## config.mk

```make
export PLATFORM = sky130hd
export DESIGN_NAME = muldiv_sequencer
export DESIGN_NICKNAME = d
export VERILOG_FILES = /design/src/rtl/muldiv_sequencer_pkg.sv /design/src/rtl/muldiv_sequencer_datapath.sv /design/src/rtl/muldiv_sequencer.sv
export SDC_FILE = /design/constraint.sdc
export NUM_CORES = 1
export LEC_CHECK = 0
export BUFFER_PORTS_ARGS = -buffer_cell sky130_fd_sc_hd__buf_4
export CAP_MARGIN = 20
export CELL_PAD_IN_SITES_DETAIL_PLACEMENT = 1
export CELL_PAD_IN_SITES_GLOBAL_PLACEMENT = 1
export CORE_AREA = 2 2 182 184
export DETAILED_ROUTE_END_ITERATION = 6
export DIE_AREA = 0 0 184 186
export PLACE_DENSITY = 0.89
export SYNTH_ARGS = -nofsm -noshare
export SYNTH_HDL_FRONTEND = slang
export SYNTH_SLANG_ARGS = --single-unit
```

## constraint.sdc

```tcl
create_clock -name iCLK -period 4.16 [get_ports iCLK]
set_clock_uncertainty 0.05 [all_clocks]
set_input_delay 0.832 -clock iCLK [delete_from_list [all_inputs] [get_ports iCLK]]
set_output_delay 0.832 -clock iCLK [all_outputs]
set_load 0.01 [all_outputs]
```

## src/rtl/muldiv_sequencer_pkg.sv

```systemverilog
// Shared constants for the HI/LO multiply/divide resource.
// Holds the 5-bit ALU control codes (same values the ALU control decode
// drives), the FSM state encoding, the iteration count, and small op
// classification helpers used by the sequencer.
package muldiv_sequencer_pkg;

  localparam logic [4:0] OPMULT  = 5'b01000;
  localparam logic [4:0] OPMULTU = 5'b01001;
  localparam logic [4:0] OPDIV   = 5'b01010;
  localparam logic [4:0] OPDIVU  = 5'b01011;
  localparam logic [4:0] OPMTHI  = 5'b01100;
  localparam logic [4:0] OPMTLO  = 5'b01101;
  localparam logic [4:0] OPMFHI  = 5'b01110;
  localparam logic [4:0] OPMFLO  = 5'b01111;

  localparam int ITERATIONS = 32;

  typedef enum logic [1:0] {
    ST_IDLE = 2'd0,
    ST_ITER = 2'd1,
    ST_FIX  = 2'd2,
    ST_DONE = 2'd3
  } state_t;

  function automatic logic is_muldiv_op(input logic [4:0] op);
    return (op == OPMULT) || (op == OPMULTU) || (op == OPDIV) || (op == OPDIVU);
  endfunction

  function automatic logic is_div_op(input logic [4:0] op);
    return (op == OPDIV) || (op == OPDIVU);
  endfunction

  function automatic logic is_signed_op(input logic [4:0] op);
    return (op == OPMULT) || (op == OPDIV);
  endfunction

  // Any opcode that touches HI/LO; these must wait while an op is in flight.
  function automatic logic is_hilo_op(input logic [4:0] op);
    return is_muldiv_op(op) || (op == OPMTHI) || (op == OPMTLO) ||
           (op == OPMFHI) || (op == OPMFLO);
  endfunction

endpackage

```

## src/rtl/muldiv_sequencer_datapath.sv

```systemverilog
// Iterative multiply/divide datapath.
// Ports:
//   iCLK, iRST         clock, synchronous active-high reset
//   load               latch operand magnitudes and sign flags from a/b
//   step               perform one shift-add or restoring-divide iteration
//   is_signed, is_div  op class, sampled with load
//   a, b               raw operands (multiplicand/dividend, multiplier/divisor)
//   res_hi, res_lo     sign-corrected result (HI: product high / remainder,
//                      LO: product low / quotient), valid after the last step
module muldiv_datapath #(
  parameter int W = 32
) (
  input  logic         iCLK,
  input  logic         iRST,
  input  logic         load,
  input  logic         step,
  input  logic         is_signed,
  input  logic         is_div,
  input  logic [W-1:0] a,
  input  logic [W-1:0] b,
  output logic [W-1:0] res_hi,
  output logic [W-1:0] res_lo
);

  // p_q: upper half is the accumulator/remainder, lower half starts as the
  // multiplier/dividend and fills with product/quotient bits.
  logic [2*W-1:0] p_q, p_d;
  logic [W-1:0]   d_q, d_d;
  logic           div_q, div_d;
  logic           neg_q, neg_d;
  logic           rneg_q, rneg_d;

  logic [W-1:0]   a_mag, b_mag;
  logic [W:0]     mul_sum;
  logic [W:0]     rem_top;
  logic [W+1:0]   div_diff;
  logic [2*W-1:0] prod_fixed;
  logic [W-1:0]   quo_fixed, rem_fixed;
  logic           unused_div_msb;

  always_comb begin
    a_mag    = (is_signed && a[W-1]) ? -a : a;
    b_mag    = (is_signed && b[W-1]) ? -b : b;
    mul_sum  = {1'b0, p_q[2*W-1:W]} + (p_q[0] ? {1'b0, d_q} : {(W+1){1'b0}});
    rem_top  = p_q[2*W-1:W-1];
    // Bit W+1 is the borrow; when there is none the difference is below the
    // divisor, so bit W is always zero and only W bits are kept.
    div_diff = {1'b0, rem_top} - {2'b00, d_q};
    unused_div_msb = div_diff[W];

    p_d    = p_q;
    d_d    = d_q;
    div_d  = div_q;
    neg_d  = neg_q;
    rneg_d = rneg_q;

    if (load) begin
      p_d    = {{W{1'b0}}, a_mag};
      d_d    = b_mag;
      div_d  = is_div;
      neg_d  = is_signed & (a[W-1] ^ b[W-1]);
      rneg_d = is_signed & a[W-1];
    end else if (step) begin
      if (div_q) begin
        if (!div_diff[W+1]) begin
          p_d = {div_diff[W-1:0], p_q[W-2:0], 1'b1};
        end else begin
          p_d = {p_q[2*W-2:0], 1'b0};
        end
      end else begin
        p_d = {mul_sum, p_q[W-1:1]};
      end
    end

    prod_fixed = neg_q  ? -p_q          : p_q;
    quo_fixed  = neg_q  ? -p_q[W-1:0]   : p_q[W-1:0];
    rem_fixed  = rneg_q ? -p_q[2*W-1:W] : p_q[2*W-1:W];
    res_hi     = div_q ? rem_fixed : prod_fixed[2*W-1:W];
    res_lo     = div_q ? quo_fixed : prod_fixed[W-1:0];
  end

  always_ff @(posedge iCLK) begin
    if (iRST) begin
      p_q    <= '0;
      d_q    <= '0;
      div_q  <= 1'b0;
      neg_q  <= 1'b0;
      rneg_q <= 1'b0;
    end else begin
      p_q    <= p_d;
      d_q    <= d_d;
      div_q  <= div_d;
      neg_q  <= neg_d;
      rneg_q <= rneg_d;
    end
  end

endmodule

```

## src/rtl/muldiv_sequencer.sv

```systemverilog
// HI/LO multiply/divide sequencer: FSM, iteration counter, stall logic and
// the architectural HI/LO registers.
// Ports:
//   iCLK, iRST   clock, synchronous active-high reset
//   iStart, iOp  issue strobe and 5-bit ALU control code
//   iA, iB       rs / rt operands
//   oHI, oLO     HI/LO registers
//   oBusy        mult/div in flight (ITER, FIX)
//   oStall       combinational: HI/LO issue must be held while busy
//   oDone        one-cycle pulse after a mult/div result lands in HI/LO
//   oDivByZero   pulse with oDone when the divisor was zero
//
// state | meaning
// ------+-------------------------------------------------------------
// IDLE  | waiting for an issue; MTHI/MTLO write here
// ITER  | one multiply/divide iteration per edge, 32 edges
// FIX   | sign correction, HI/LO written at this edge
// DONE  | oDone pulse; accepts a new issue exactly like IDLE
module muldiv_sequencer
  import muldiv_sequencer_pkg::*;
#(
  parameter int DATA_WIDTH = 32,
  parameter int CNT_WIDTH  = 6
) (
  input  logic                  iCLK,
  input  logic                  iRST,
  input  logic                  iStart,
  input  logic [4:0]            iOp,
  input  logic [DATA_WIDTH-1:0] iA,
  input  logic [DATA_WIDTH-1:0] iB,
  output logic [DATA_WIDTH-1:0] oHI,
  output logic [DATA_WIDTH-1:0] oLO,
  output logic                  oBusy,
  output logic                  oStall,
  output logic                  oDone,
  output logic                  oDivByZero
);

  state_t                state_q, state_d;
  logic [CNT_WIDTH-1:0]  cnt_q, cnt_d;
  logic [DATA_WIDTH-1:0] hi_q, hi_d;
  logic [DATA_WIDTH-1:0] lo_q, lo_d;
  logic                  div0_q, div0_d;

  logic                  dp_load, dp_step;
  logic [DATA_WIDTH-1:0] dp_hi, dp_lo;

  muldiv_datapath #(.W(DATA_WIDTH)) u_datapath (
    .iCLK      (iCLK),
    .iRST      (iRST),
    .load      (dp_load),
    .step      (dp_step),
    .is_signed (is_signed_op(iOp)),
    .is_div    (is_div_op(iOp)),
    .a         (iA),
    .b         (iB),
    .res_hi    (dp_hi),
    .res_lo    (dp_lo)
  );

  always_comb begin
    state_d = state_q;
    cnt_d   = cnt_q;
    hi_d    = hi_q;
    lo_d    = lo_q;
    div0_d  = div0_q;
    dp_load = 1'b0;
    dp_step = 1'b0;

    case (state_q)
      ST_IDLE, ST_DONE: begin
        state_d = ST_IDLE;
        div0_d  = 1'b0;
        if (iStart) begin
          if (is_muldiv_op(iOp)) begin
            if (is_div_op(iOp) && (iB == '0)) begin
              // Divide by zero bypasses the iterations entirely.
              lo_d    = '1;
              hi_d    = iA;
              div0_d  = 1'b1;
              state_d = ST_DONE;
            end else begin
              dp_load = 1'b1;
              cnt_d   = '0;
              state_d = ST_ITER;
            end
          end else if (iOp == OPMTHI) begin
            hi_d = iA;
          end else if (iOp == OPMTLO) begin
            lo_d = iA;
          end
        end
      end
      ST_ITER: begin
        dp_step = 1'b1;
        cnt_d   = cnt_q + CNT_WIDTH'(1);
        if (cnt_q == CNT_WIDTH'(ITERATIONS - 1)) begin
          state_d = ST_FIX;
        end
      end
      ST_FIX: begin
        hi_d    = dp_hi;
        lo_d    = dp_lo;
        state_d = ST_DONE;
      end
      default: state_d = ST_IDLE;
    endcase
  end

  always_ff @(posedge iCLK) begin
    if (iRST) begin
      state_q <= ST_IDLE;
      cnt_q   <= '0;
      hi_q    <= '0;
      lo_q    <= '0;
      div0_q  <= 1'b0;
    end else begin
      state_q <= state_d;
      cnt_q   <= cnt_d;
      hi_q    <= hi_d;
      lo_q    <= lo_d;
      div0_q  <= div0_d;
    end
  end

  assign oHI        = hi_q;
  assign oLO        = lo_q;
  assign oBusy      = (state_q == ST_ITER) || (state_q == ST_FIX);
  assign oStall     = iStart && oBusy && is_hilo_op(iOp);
  assign oDone      = (state_q == ST_DONE);
  assign oDivByZero = (state_q == ST_DONE) && div0_q;

endmodule
```

==> summary.md, run 1 <==
| Metric | Value |
|---|---|
| Fraction of layout cells with a size suffix above 1 | 13.37% |
| EDFF count, synth | 0 |
| Worst hold path type | reg2reg |
| CTS Root Cell | clkbuf_16 |
| TritonCTS buffer count | 17 |
| Max Freq | 251.4 MHz |
| Height of the die | 186 um |
| Layout Nets | 2,145 |
| Std cell rows | 66 |
| Pre-antenna DRT Iters | 6 |
| Max-slew violation count | 0 |
| Die Footprint | 0.03422 mm^2 |
| Final setup violation count | 0 |
| Power consumption | 5.792 mW |
| Number of I/O port buffers | 139 |
| Flip-flop and latch count after synthesis | 172 |
| 1st-iter DRT viols | 1,629 |
| Clock transition at path regs | 0.08 ns |
| HPWL after detailed placement | 42,560 um |
| Post-layout minimum cycle time | 3.977 ns |
| Worst-case headroom to the max-slew limit | 35.34% |
| Proportion of synthesized chip area in sequential cells | 24.11% |
| Antenna-violating nets left | 0 |
| Clock tree sinks | 172 |
| # H-tree levels | 4 |
| Static Leakage | 6.274 nW |
| Required time at the worst-slack endpoint | 4.51 ns |
| Number of max-cap violations | 0 |
| Final hold violation count | 0 |
| Commonest cells after routing, fill and taps aside | 242 x nor2_1, 199 x buf_4, 171 x dfxtp_1 |
| Critical hold path startpoint | oLO[15] |
| Pwr Density | 352.5 mW/mm^2 |
| Wire length after detailed routing | 58,130 um |
| Vias per cell | 6.571 |
| Data arrival time at the worst-slack endpoint | 4.33 ns |
| Max Buffers Root-to-Sink | 2 |
| Share of flip-flops with an asynchronous set or reset | 0% |
| Post-Synthesis Net Count | 2,057 |
| Result of the run | completed |
| Worst setup path startpoint | u_datapath.p_q[0] |
| Crit Path Max Fanout | 12 |
| Mapped cell area | 0.01428 mm^2 |
| Area after DPL | 0.01581 mm^2 |
| Most common flop cell mapped by yosys | dfxtp_1 |
| Fillers | 4,053 |
| Initial antenna violation count | 1 |
| Combined buffer and inverter count along the critical path | 3 |
| Tcrit/Tclk final | 95.60% |
| Synthesized instance count | 1,911 |
| Die extent in x | 184 um |
| Post-synthesis area per instance | 7.474 um^2 |
| Routed wirelength normalized by instance count | 24.02 um |
| Io pins | 140 |
| Overall fraction of global-route tracks in use | 33.86% |
| Startpoint type of the worst setup path | register |
| Class of the most critical setup path | reg2reg |
| Layout area overhead | 15.05% |
| Core Region | 0.03221 mm^2 |
| Number of diodes added for antenna fixing | 0 |
| Nature of the critical path endpoint | register |
| Critical Path Slowest Stage Cell | dfxtp_1 |
| Global-route wire length before repair | 90,840 um |
| Total area of sequential cells | 0.003447 mm^2 |
| Number of remaining DRC errors | 0 |
| Global placement routability congestion | 0.9612 |
| Total non-filler cell area in the finished layout | 0.01643 mm^2 |
| Vias in the first global route | 16.53k |
| Yosys warnings | 0 |
| Actual slew at the worst max-slew pin | 0.9699 ns |
| Largest delay contributor family on the critical path | compound AO/OA/AOI/OAI gates |
| Effective utilization at floorplan | 44.35% |
| Distinct cell type count of the synthesized netlist | 74 |
| Startpoint of the lowest-slack register-to-register path | u_datapath.p_q[0] |
| Crit-path cells | inv_1, buf_4, nor2_1, fa_1, a21oi_1, o211ai_1, a31oi_1, o31ai_1, o21ai_0, buf_4, o31ai_1, a31oi_1, o21ai_0, o2111a_1 |
| Most common cell after layout, fill and taps aside | nor2_1 |
| Total via count after detailed routing | 15.90k |
| Peak supply drop | 306.1 uV |
| Aggregate global routing overflow | 0 |
| Clock tree from TritonCTS | yes |
| Area used by multi-input combinational logic | 0.01012 mm^2 |
| Maximum number of pins on one net before global-route repair | 62 |
| Clock latency of the later-clocked register in the worst-skew pair | 0.46 ns |
| Crit path largest cell delay | 0.45 ns |
| Hold-fix buffer count after cts | 0 |
[what timing repair did]
item / CTS / global route
buffers inserted: 0 / 2
setup endpoints to repair: 0 / 2
resized for setup: 0 / 1
[area by class of cell]
class	count	share of cell area [%]
inverter	63	1.439
timing repair buffer	200	9.213
sequential	172	20.98
clock inverter	10	0.7614
tap	408	3.106
multi-input combinational	1545	61.61
clock buffer	22	2.893
[per-stage QoR]
stage / setup slack (ns) / cells / util, % / hold slack, ns / TNS [ns]
after floorplan: 0.8668 / 1911 / - / 0.3773 / 0
after global placement: 0.4923 / 2386 / 49.10 / 0.3915 / 0
after detailed placement: 0.3421 / 2386 / 49.10 / 0.4015 / 0
after CTS: 0.2801 / 2418 / 50.96 / 0.4128 / 0
after global routing: -0.02640 / 2420 / 51.03 / 0.4349 / -0.02640
final: 0.1830 / 2420 / 51.03 / 0.4106 / 0
[power breakdown]
| group | switching (mW) | internal, mW | leakage [nW] |
|---|---|---|---|
| Sequential | 0.0973 | 1.72 | 1.39 |
| Clock | 0.765 | 0.949 | 0.297 |
| Combinational | 1.38 | 0.875 | 4.58 |
[cell usage after synthesis (15+ instances only)]
master,instances,area (um^2)
nor2_1,242,908.4
dfxtp_1,172,3443
a21oi_1,163,815.8
nand2_1,157,589.3
a211oi_1,133,998.5
clkbuf_1,111,416.7
o21ai_0,105,525.5
xor2_1,100,875.8
ha_1,72,900.9
xnor2_1,64,560.5
inv_1,62,232.7
mux2i_1,57,570.6
o211ai_1,39,292.8
nand3_1,38,190.2
o31ai_1,37,277.8
nor3_1,28,140.1
nand2b_1,25,156.4
a21o_1,19,142.6
a31oi_1,17,106.4
and2_1,15,93.84
o41ai_1,15,131.4
[flip-flops by register name, summed over array words and instances (netlist names)]
register,count
cnt_q,6
div0_q,1
oHI,32
oLO,32
state_q,2
u_datapath.d_q,32
u_datapath.div_q,1
u_datapath.neg_q,1
u_datapath.p_q,64
u_datapath.rneg_q,1
[tightest hold or removal path: cells and delay by family, from the launching register on]
family	cells	cell delay [ns]
compound gates	1	0.05
flops	1	0.32
simple gates	1	0.05
[final timing paths]
kind                            slack (ns)  cells past startpoint                 end
worst max-delay path                  0.18                     14  u_datapath.p_q[63]
worst min-delay path                  0.41                      2             oLO[15]
worst max register to register        0.18                     14  u_datapath.p_q[63]
worst min register to register        0.41                      2             oLO[15]
[kinds of logic after synthesis]
| group | count (synthesis) | synth area share, % |
|---|---|---|
| muxes | 70 | 5.019 |
| buffers and inverters | 194 | 5.238 |
| xor gates and xnor gates | 164 | 10.06 |
| adders and majority gates | 74 | 6.587 |
| and+or+nand+nor | 601 | 19.36 |
| AOI/OAI and AO/OA | 636 | 29.63 |
| DFF | 172 | 24.11 |
[per-layer routing]
layer / share of wire (%) / track usage (%)
met5: 0 / 0
met4: 6.0 / 20.96
met3: 6.7 / 5.498
met2: 47 / 58.61
met1: 40 / 39.15
Note: power is estimated with default switching activity, not from simulation.
==> run 2: changes to the inputs <==
--- a/config.mk
+++ b/config.mk
@@ -7,12 +7,12 @@
 export LEC_CHECK = 0
 export BUFFER_PORTS_ARGS = -buffer_cell sky130_fd_sc_hd__buf_4
 export CAP_MARGIN = 20
-export CELL_PAD_IN_SITES_DETAIL_PLACEMENT = 1
-export CELL_PAD_IN_SITES_GLOBAL_PLACEMENT = 1
-export CORE_AREA = 2 2 182 184
+export CELL_PAD_IN_SITES_DETAIL_PLACEMENT = 0
+export CELL_PAD_IN_SITES_GLOBAL_PLACEMENT = 2
+export CORE_AREA = 2 2 206 208
 export DETAILED_ROUTE_END_ITERATION = 6
-export DIE_AREA = 0 0 184 186
-export PLACE_DENSITY = 0.89
+export DIE_AREA = 0 0 208 210
+export PLACE_DENSITY = 0.88
 export SYNTH_ARGS = -nofsm -noshare
 export SYNTH_HDL_FRONTEND = slang
 export SYNTH_SLANG_ARGS = --single-unit
==> run 2 against run 1 <==
Compared with the run above: register-to-register slack improved by 0.21 ns; clock power down 4%; first-iteration DRC count shrank 30%; highest routed layer unchanged; largest cell class unchanged; fmax up 5.5%.
==> summary.md, run 2 (synthesis gave the netlist of run 1 again) <==
| Metric | Value |
|---|---|
| Result of the run | completed |
| R2R depth | 14 |
| Tcrit/Tclk final | 90.64% |
| Class of the most critical setup path | reg2reg |
| Clock transition at path regs | 0.08 ns |
| HPWL after detailed placement | 40,000 um |
| Area after DPL | 0.01602 mm^2 |
| Clock tree sinks | 172 |
| Slack of the worst reg-to-reg path | 0.39 ns |
| Height of the die | 210 um |
| Initial antenna violation count | 0 |
| Number of instances resized during post-cts repair | 0 |
| Actual slew at the worst max-slew pin | 0.9763 ns |
| Layout area overhead | 16.20% |
| Max Freq | 265.2 MHz |
| Worst-case headroom to the max-slew limit | 34.91% |
| Total area of sequential cells | 0.003447 mm^2 |
| Global placement routability congestion | 0.9384 |
| Number of I/O port buffers | 139 |
| Unrepaired setup endpoints after global routing | no |
| Cell count after placement | 2,518 |
| Overall fraction of global-route tracks in use | 23.89% |
| Layout Nets | 2,144 |
| CTS Root Cell | clkbuf_16 |
| Antenna-violating nets left | 0 |
| Maximum number of pins on one net before global-route repair | 105 |
| Max-slew violation count | 0 |
| # H-tree levels | 4 |
| Aggregate global routing overflow | 0 |
| Vias per cell | 5.742 |
| Number of diodes added for antenna fixing | 0 |
| Static Leakage | 6.265 nW |
| Required time at the worst-slack endpoint | 4.50 ns |
| Crit Path Max Fanout | 17 |
| Number of max-cap violations | 0 |
| Largest register by flop count | u_datapath.p_q |
| Nature of the critical path endpoint | register |
| Capture point of the worst reg-to-reg path | u_datapath.p_q[61] |
| WHS Path Cells | 2 |
| Routed wl met2 | 24,440 um |
| Effective utilization at floorplan | 34.44% |
| Startpoint type of the worst setup path | register |
| Vias in the first global route | 13.97k |
| Post-layout minimum cycle time | 3.771 ns |
| Wire length after detailed routing | 52,600 um |
| Routed wirelength normalized by instance count | 20.63 um |
| Hold Path End | oLO[27] |
| Fraction of layout cells with a size suffix above 1 | 13.38% |
| Wire length the detailed router placed on met1 | 24,030 um |
| Data arrival time at the worst-slack endpoint | 4.11 ns |
| Io pins | 140 |
| Commonest cells after routing, fill and taps aside | 242 x nor2_1, 195 x buf_4, 171 x dfxtp_1 |
| Max Buffers Root-to-Sink | 2 |
| Fillers | 4,423 |
| Die extent in x | 208 um |
| Number of remaining DRC errors | 0 |
| 1st-iter DRT viols | 1,146 |
| Max reg flops | 64 |
| Final setup violation count | 0 |
| Die Footprint | 0.04368 mm^2 |
| Critical hold path startpoint | oLO[27] |
| Clock latency of the later-clocked register in the worst-skew pair | 0.46 ns |
| Pwr Density | 336.1 mW/mm^2 |
| Pre-antenna DRT Iters | 5 |
| Most common cell after layout, fill and taps aside | nor2_1 |
| Area used by multi-input combinational logic | 0.01012 mm^2 |
| Core Region | 0.04148 mm^2 |
| TritonCTS buffer count | 17 |
| Worst hold path type | reg2reg |
| Total non-filler cell area in the finished layout | 0.01660 mm^2 |
| Clock tree from TritonCTS | yes |
| Non-filler cells, final | 2,550 |
| Startpoint of the lowest-slack register-to-register path | u_datapath.p_q[0] |
| Met3 WL post-DR | 2436 um |
| Std cell rows | 75 |
| Total via count after detailed routing | 14.64k |
| Top sig layer | met4 |
| Fin Setup TNS | 0 ns |
| Global-route wire length before repair | 82,180 um |
| Final hold violation count | 0 |
| Post-CTS Repair Setup Buffers | 0 |
| Hold-fix buffer count after cts | 0 |
| Peak supply drop | 312.8 uV |
-- run 2: cell count changes in the layout (fill, tap and decap cells not counted), moves of 2 or more --
cell	previous run	this run
buf_12	1	4
buf_4	199	195
clkbuf_1	3	1
clkinv_4	1	3
clkinvlp_4	0	3
-- run 2: metrics by stage --
stage / power (mW) / worst slack [ns] / utilization (%) / hold slack (ns)
2_1_floorplan: 3.242 / 0.8668 / - / 0.3773
3_3_place_gp: 3.946 / 0.4812 / 38.63 / 0.3931
3_5_place_dp: 3.947 / 0.4281 / 38.63 / 0.3952
4_1_cts: 5.586 / 0.4653 / 40.02 / 0.4042
5_1_grt: 5.873 / 0.2118 / 40.02 / 0.4230
6_report: 5.579 / 0.3895 / 40.02 / 0.4008
-- run 2: cell type report --
type                    instances  area share [%]
clock inverters                13          0.7991
well taps                     539           4.063
inverters                      63           1.425
clock buffers                  19           2.669
flip-flops and latches        172           20.77
multi-input cells            1545           60.97
repair buffers                199           9.303
-- run 2: how the worst max path moves through the flow --
| stage | startpoint | endpoint | slack [ns] | depth (start not counted) |
|---|---|---|---|---|
| 2_1_floorplan | u_datapath.p_q[0] | oHI[20] | 0.87 | 12 |
| 4_1_cts | u_datapath.p_q[0] | u_datapath.p_q[61] | 0.47 | 14 |
| 3_5_place_dp | iB[22] | oHI[28] | 0.43 | 10 |
| 3_3_place_gp | iB[22] | oLO[6] | 0.48 | 11 |
| 5_1_grt | u_datapath.p_q[0] | u_datapath.p_q[63] | 0.21 | 14 |
| 6_report | u_datapath.p_q[0] | u_datapath.p_q[61] | 0.39 | 14 |
-- run 2: where the power goes --
part	switching, mW	total, mW	leakage (nW)	internal (mW)
registers	0.0840	1.81	1.39	1.72
clock network	0.785	1.64	0.274	0.856
logic	1.28	2.13	4.60	0.851
-- run 2: critical path: stages, from the launching register on --
cell      delay (ns)
dfxtp_1         0.42
inv_1           0.08
buf_4           0.23
nor2_1          0.21
fa_1            0.26
a21oi_1         0.11
o211ai_1        0.40
a31oi_1         0.26
o31ai_1         0.44
o21ai_0         0.16
buf_4           0.18
o41ai_1         0.38
xor2_1          0.22
mux2i_1         0.11
a21oi_1         0.18
-- run 2: metal layers --
metal,track usage [%],vias up
li1,-,7164
met1,31.74,6989
met2,39.63,407
met3,3.248,82
met4,8.608,0
met5,0,-
==> run 3: changes to the inputs <==
--- a/config.mk
+++ b/config.mk
@@ -9,10 +9,11 @@
 export CAP_MARGIN = 20
 export CELL_PAD_IN_SITES_DETAIL_PLACEMENT = 0
 export CELL_PAD_IN_SITES_GLOBAL_PLACEMENT = 2
-export CORE_AREA = 2 2 206 208
+export CORE_AREA = 2 2 197 199
 export DETAILED_ROUTE_END_ITERATION = 6
-export DIE_AREA = 0 0 208 210
-export PLACE_DENSITY = 0.88
+export DIE_AREA = 0 0 199 201
+export PLACE_DENSITY = 0.94
+export SLEW_MARGIN = 20
 export SYNTH_ARGS = -nofsm -noshare
 export SYNTH_HDL_FRONTEND = slang
 export SYNTH_SLANG_ARGS = --single-unit
==> constraint.sdc (replaced) <==
create_clock -name iCLK -period 4.8 [get_ports iCLK]
set_clock_uncertainty 0.05 [all_clocks]
set_input_delay 0.96 -clock iCLK [delete_from_list [all_inputs] [get_ports iCLK]]
set_output_delay 0.96 -clock iCLK [all_outputs]
set_load 0.01 [all_outputs]
==> run 3 against run 2 <==
Compared with the run above: die area down 8.4%; total power down 13%; via count decreased by 0.46%; register-to-register slack improved by 0.27 ns; fmax down 8.9%; combinational power down 16%; critical path depth down 1; design area down 1.7%; hold slack got worse by 0.00078 ns; critical endpoint is now u_datapath.p_q[60]; highest routed layer unchanged.
==> summary.md, run 3 (synthesis gave the netlist of run 1 again) <==
| Metric | Value |
|---|---|
| Clock tree sinks | 172 |
| Vias in the first global route | 13.85k |
| Effective utilization at floorplan | 37.48% |
| Global-route wire length before repair | 78,380 um |
| TritonCTS buffer count | 17 |
| Met1 Resource Use GR | 33.23% |
| Tcrit/Tclk final | 86.24% |
| CTS Root Cell | clkbuf_16 |
| Required time at the worst-slack endpoint | 5.15 ns |
| Number of max-cap violations | 0 |
| Number of I/O port buffers | 139 |
| Routed wirelength normalized by instance count | 20.26 um |
| Max reg flops | 64 |
| Area after DPL | 0.01571 mm^2 |
| Wire length after detailed routing | 50,560 um |
| Max Buffers Root-to-Sink | 2 |
| Fin Setup TNS | 0 ns |
| Met3 routing resource usage after global routing | 3.209% |
| Total via count after detailed routing | 14.58k |
| Initial antenna violation count | 0 |
| Most heavily used metal layer in global routing | met2 |
| Area used by multi-input combinational logic | 0.01012 mm^2 |
| Worst setup path startpoint | u_datapath.p_q[0] |
| Post-layout minimum cycle time | 4.139 ns |
| Most common cell after layout, fill and taps aside | nor2_1 |
| Capture point of the worst reg-to-reg path | u_datapath.p_q[60] |
| Layout Nets | 2,111 |
| Critical Path Slowest Stage Cell | a31oi_1 |
| Vias per cell | 5.839 |
| Peak supply drop | 296.9 uV |
| Crit Path Max Fanout | 21 |
| Slack of the worst reg-to-reg path | 0.66 ns |
| Clock latency of the later-clocked register in the worst-skew pair | 0.47 ns |
| Clock tree from TritonCTS | yes |
| Core Region | 0.03811 mm^2 |
| Class of the most critical setup path | reg2reg |
| Post-CTS Repair Setup Buffers | 0 |
| Die extent in x | 199 um |
| R2R depth | 13 |
| Global placement routability congestion | 0.9276 |
| Largest register by flop count | u_datapath.p_q |
| Die Footprint | 0.04000 mm^2 |
| Unrepaired setup endpoints after global routing | no |
| Fillers | 4,011 |
| Worst-case headroom to the max-slew limit | 34.11% |
| Io pins | 140 |
| Max-slew violation count | 0 |
| Nature of the critical path endpoint | register |
| Actual slew at the worst max-slew pin | 0.9884 ns |
| Data arrival time at the worst-slack endpoint | 4.49 ns |
| Fraction of layout cells with a size suffix above 1 | 11.83% |
| Antenna-violating nets left | 0 |
| Aggregate global routing overflow | 0 |
| Total area of sequential cells | 0.003447 mm^2 |
| HPWL after detailed placement | 38,280 um |
| Endpoint of the most critical setup path | u_datapath.p_q[60] |
| Worst hold path type | reg2reg |
| Total non-filler cell area in the finished layout | 0.01631 mm^2 |
| # H-tree levels | 4 |
| Pre-antenna DRT Iters | 6 |
| Overall fraction of global-route tracks in use | 25.20% |
| 1st-iter DRT viols | 1,097 |
| Commonest cells after routing, fill and taps aside | 242 x nor2_1, 171 x dfxtp_1, 165 x buf_4 |
| Maximum number of pins on one net before global-route repair | 74 |
| Max Freq | 241.6 MHz |
| Number of instances resized during post-cts repair | 0 |
| Number of diodes added for antenna fixing | 0 |
| Crit path largest cell delay | 0.59 ns |
| Hold-fix buffer count after cts | 0 |
| Pwr Density | 299.1 mW/mm^2 |
| Final setup violation count | 0 |
| Final hold violation count | 0 |
| Layout area overhead | 14.18% |
| Number of remaining DRC errors | 0 |
| Result of the run | completed |
| Clock transition at path regs | 0.07 ns |
| Met2 layer usage reported by global route | 42.27% |
| Startpoint type of the worst setup path | register |
| Std cell rows | 72 |
| Startpoint of the lowest-slack register-to-register path | u_datapath.p_q[0] |
| Crit-path cells | inv_1, buf_4, nor2_1, ha_1, a2111oi_0, o221ai_1, a31oi_1, o211ai_1, a31oi_1, o21ai_0, xnor2_1, o221ai_1, a21oi_1 |
| Height of the die | 201 um |
| Static Leakage | 6.099 nW |
run 3: changes by cell type in the layout (fill, tap and decap cells not counted), sizes merged:
cell	change
clkbuf	+1
clkinvlp	-2
bufinv	+2
buf	-33
inv	-1
run 3: metal layers:
metal,share of wire (%),wire [um]
met1,45,22730
met2,48,24020
met3,4.8,2433
met4,2.7,1365
met5,0,0
run 3: metrics by stage:
| stage | setup WS [ns] | std cells | utilization [%] | power, mW | hold slack, ns |
|---|---|---|---|---|---|
| 2_1_floorplan | 1.440 | 1911 | - | 2.810 | 0.3773 |
| 3_3_place_gp | 0.3724 | 2464 | 41.23 | 3.367 | 0.3907 |
| 3_5_place_dp | 0.2979 | 2464 | 41.23 | 3.377 | 0.3953 |
| 4_1_cts | 0.6317 | 2496 | 42.80 | 4.870 | 0.4036 |
| 5_1_grt | 0.1595 | 2496 | 42.80 | 5.111 | 0.4251 |
| 6_report | 0.6607 | 2496 | 42.80 | 4.878 | 0.4000 |
run 3: layout make-up:
class / instances / area share, %
Clock inverter: 12 / 0.9973
Clock buffer: 20 / 2.677
Sequential cell: 172 / 21.14
Multi-Input combinational cell: 1545 / 62.05
Tap cell: 518 / 3.974
Timing Repair Buffer: 166 / 7.718
Inverter: 63 / 1.450
run 3: worst min path at each step:
stage                  from       to  slack [ns]  cells after the start
finish              oLO[16]  oLO[16]        0.40                      2
global route         oLO[8]   oLO[8]        0.43                      2
CTS                 oLO[16]  oLO[16]        0.40                      2
detailed placement  oLO[24]  oLO[24]        0.40                      2
global placement    oLO[24]  oLO[24]        0.39                      2
floorplan            div0_q   div0_q        0.38                      2
run 3: critical path, delay by kind of cell, from the launching register on:
| family | cells | cell delay, ns |
|---|---|---|
| adder cells (fa/ha/maj) | 1 | 0.21 |
| AND/OR/NAND/NOR | 1 | 0.07 |
| buffers and inverters | 2 | 0.75 |
| AO/OA/AOI/OAI | 8 | 2.41 |
| flip-flops | 1 | 0.37 |
| XOR/XNOR | 1 | 0.19 |
run 3: where the power goes:
part,internal (mW),leakage [nW],total [mW],switching [mW]
clock,0.828,0.293,1.51,0.678
combinational,0.715,4.41,1.79,1.08
sequential,1.49,1.39,1.58,0.0886
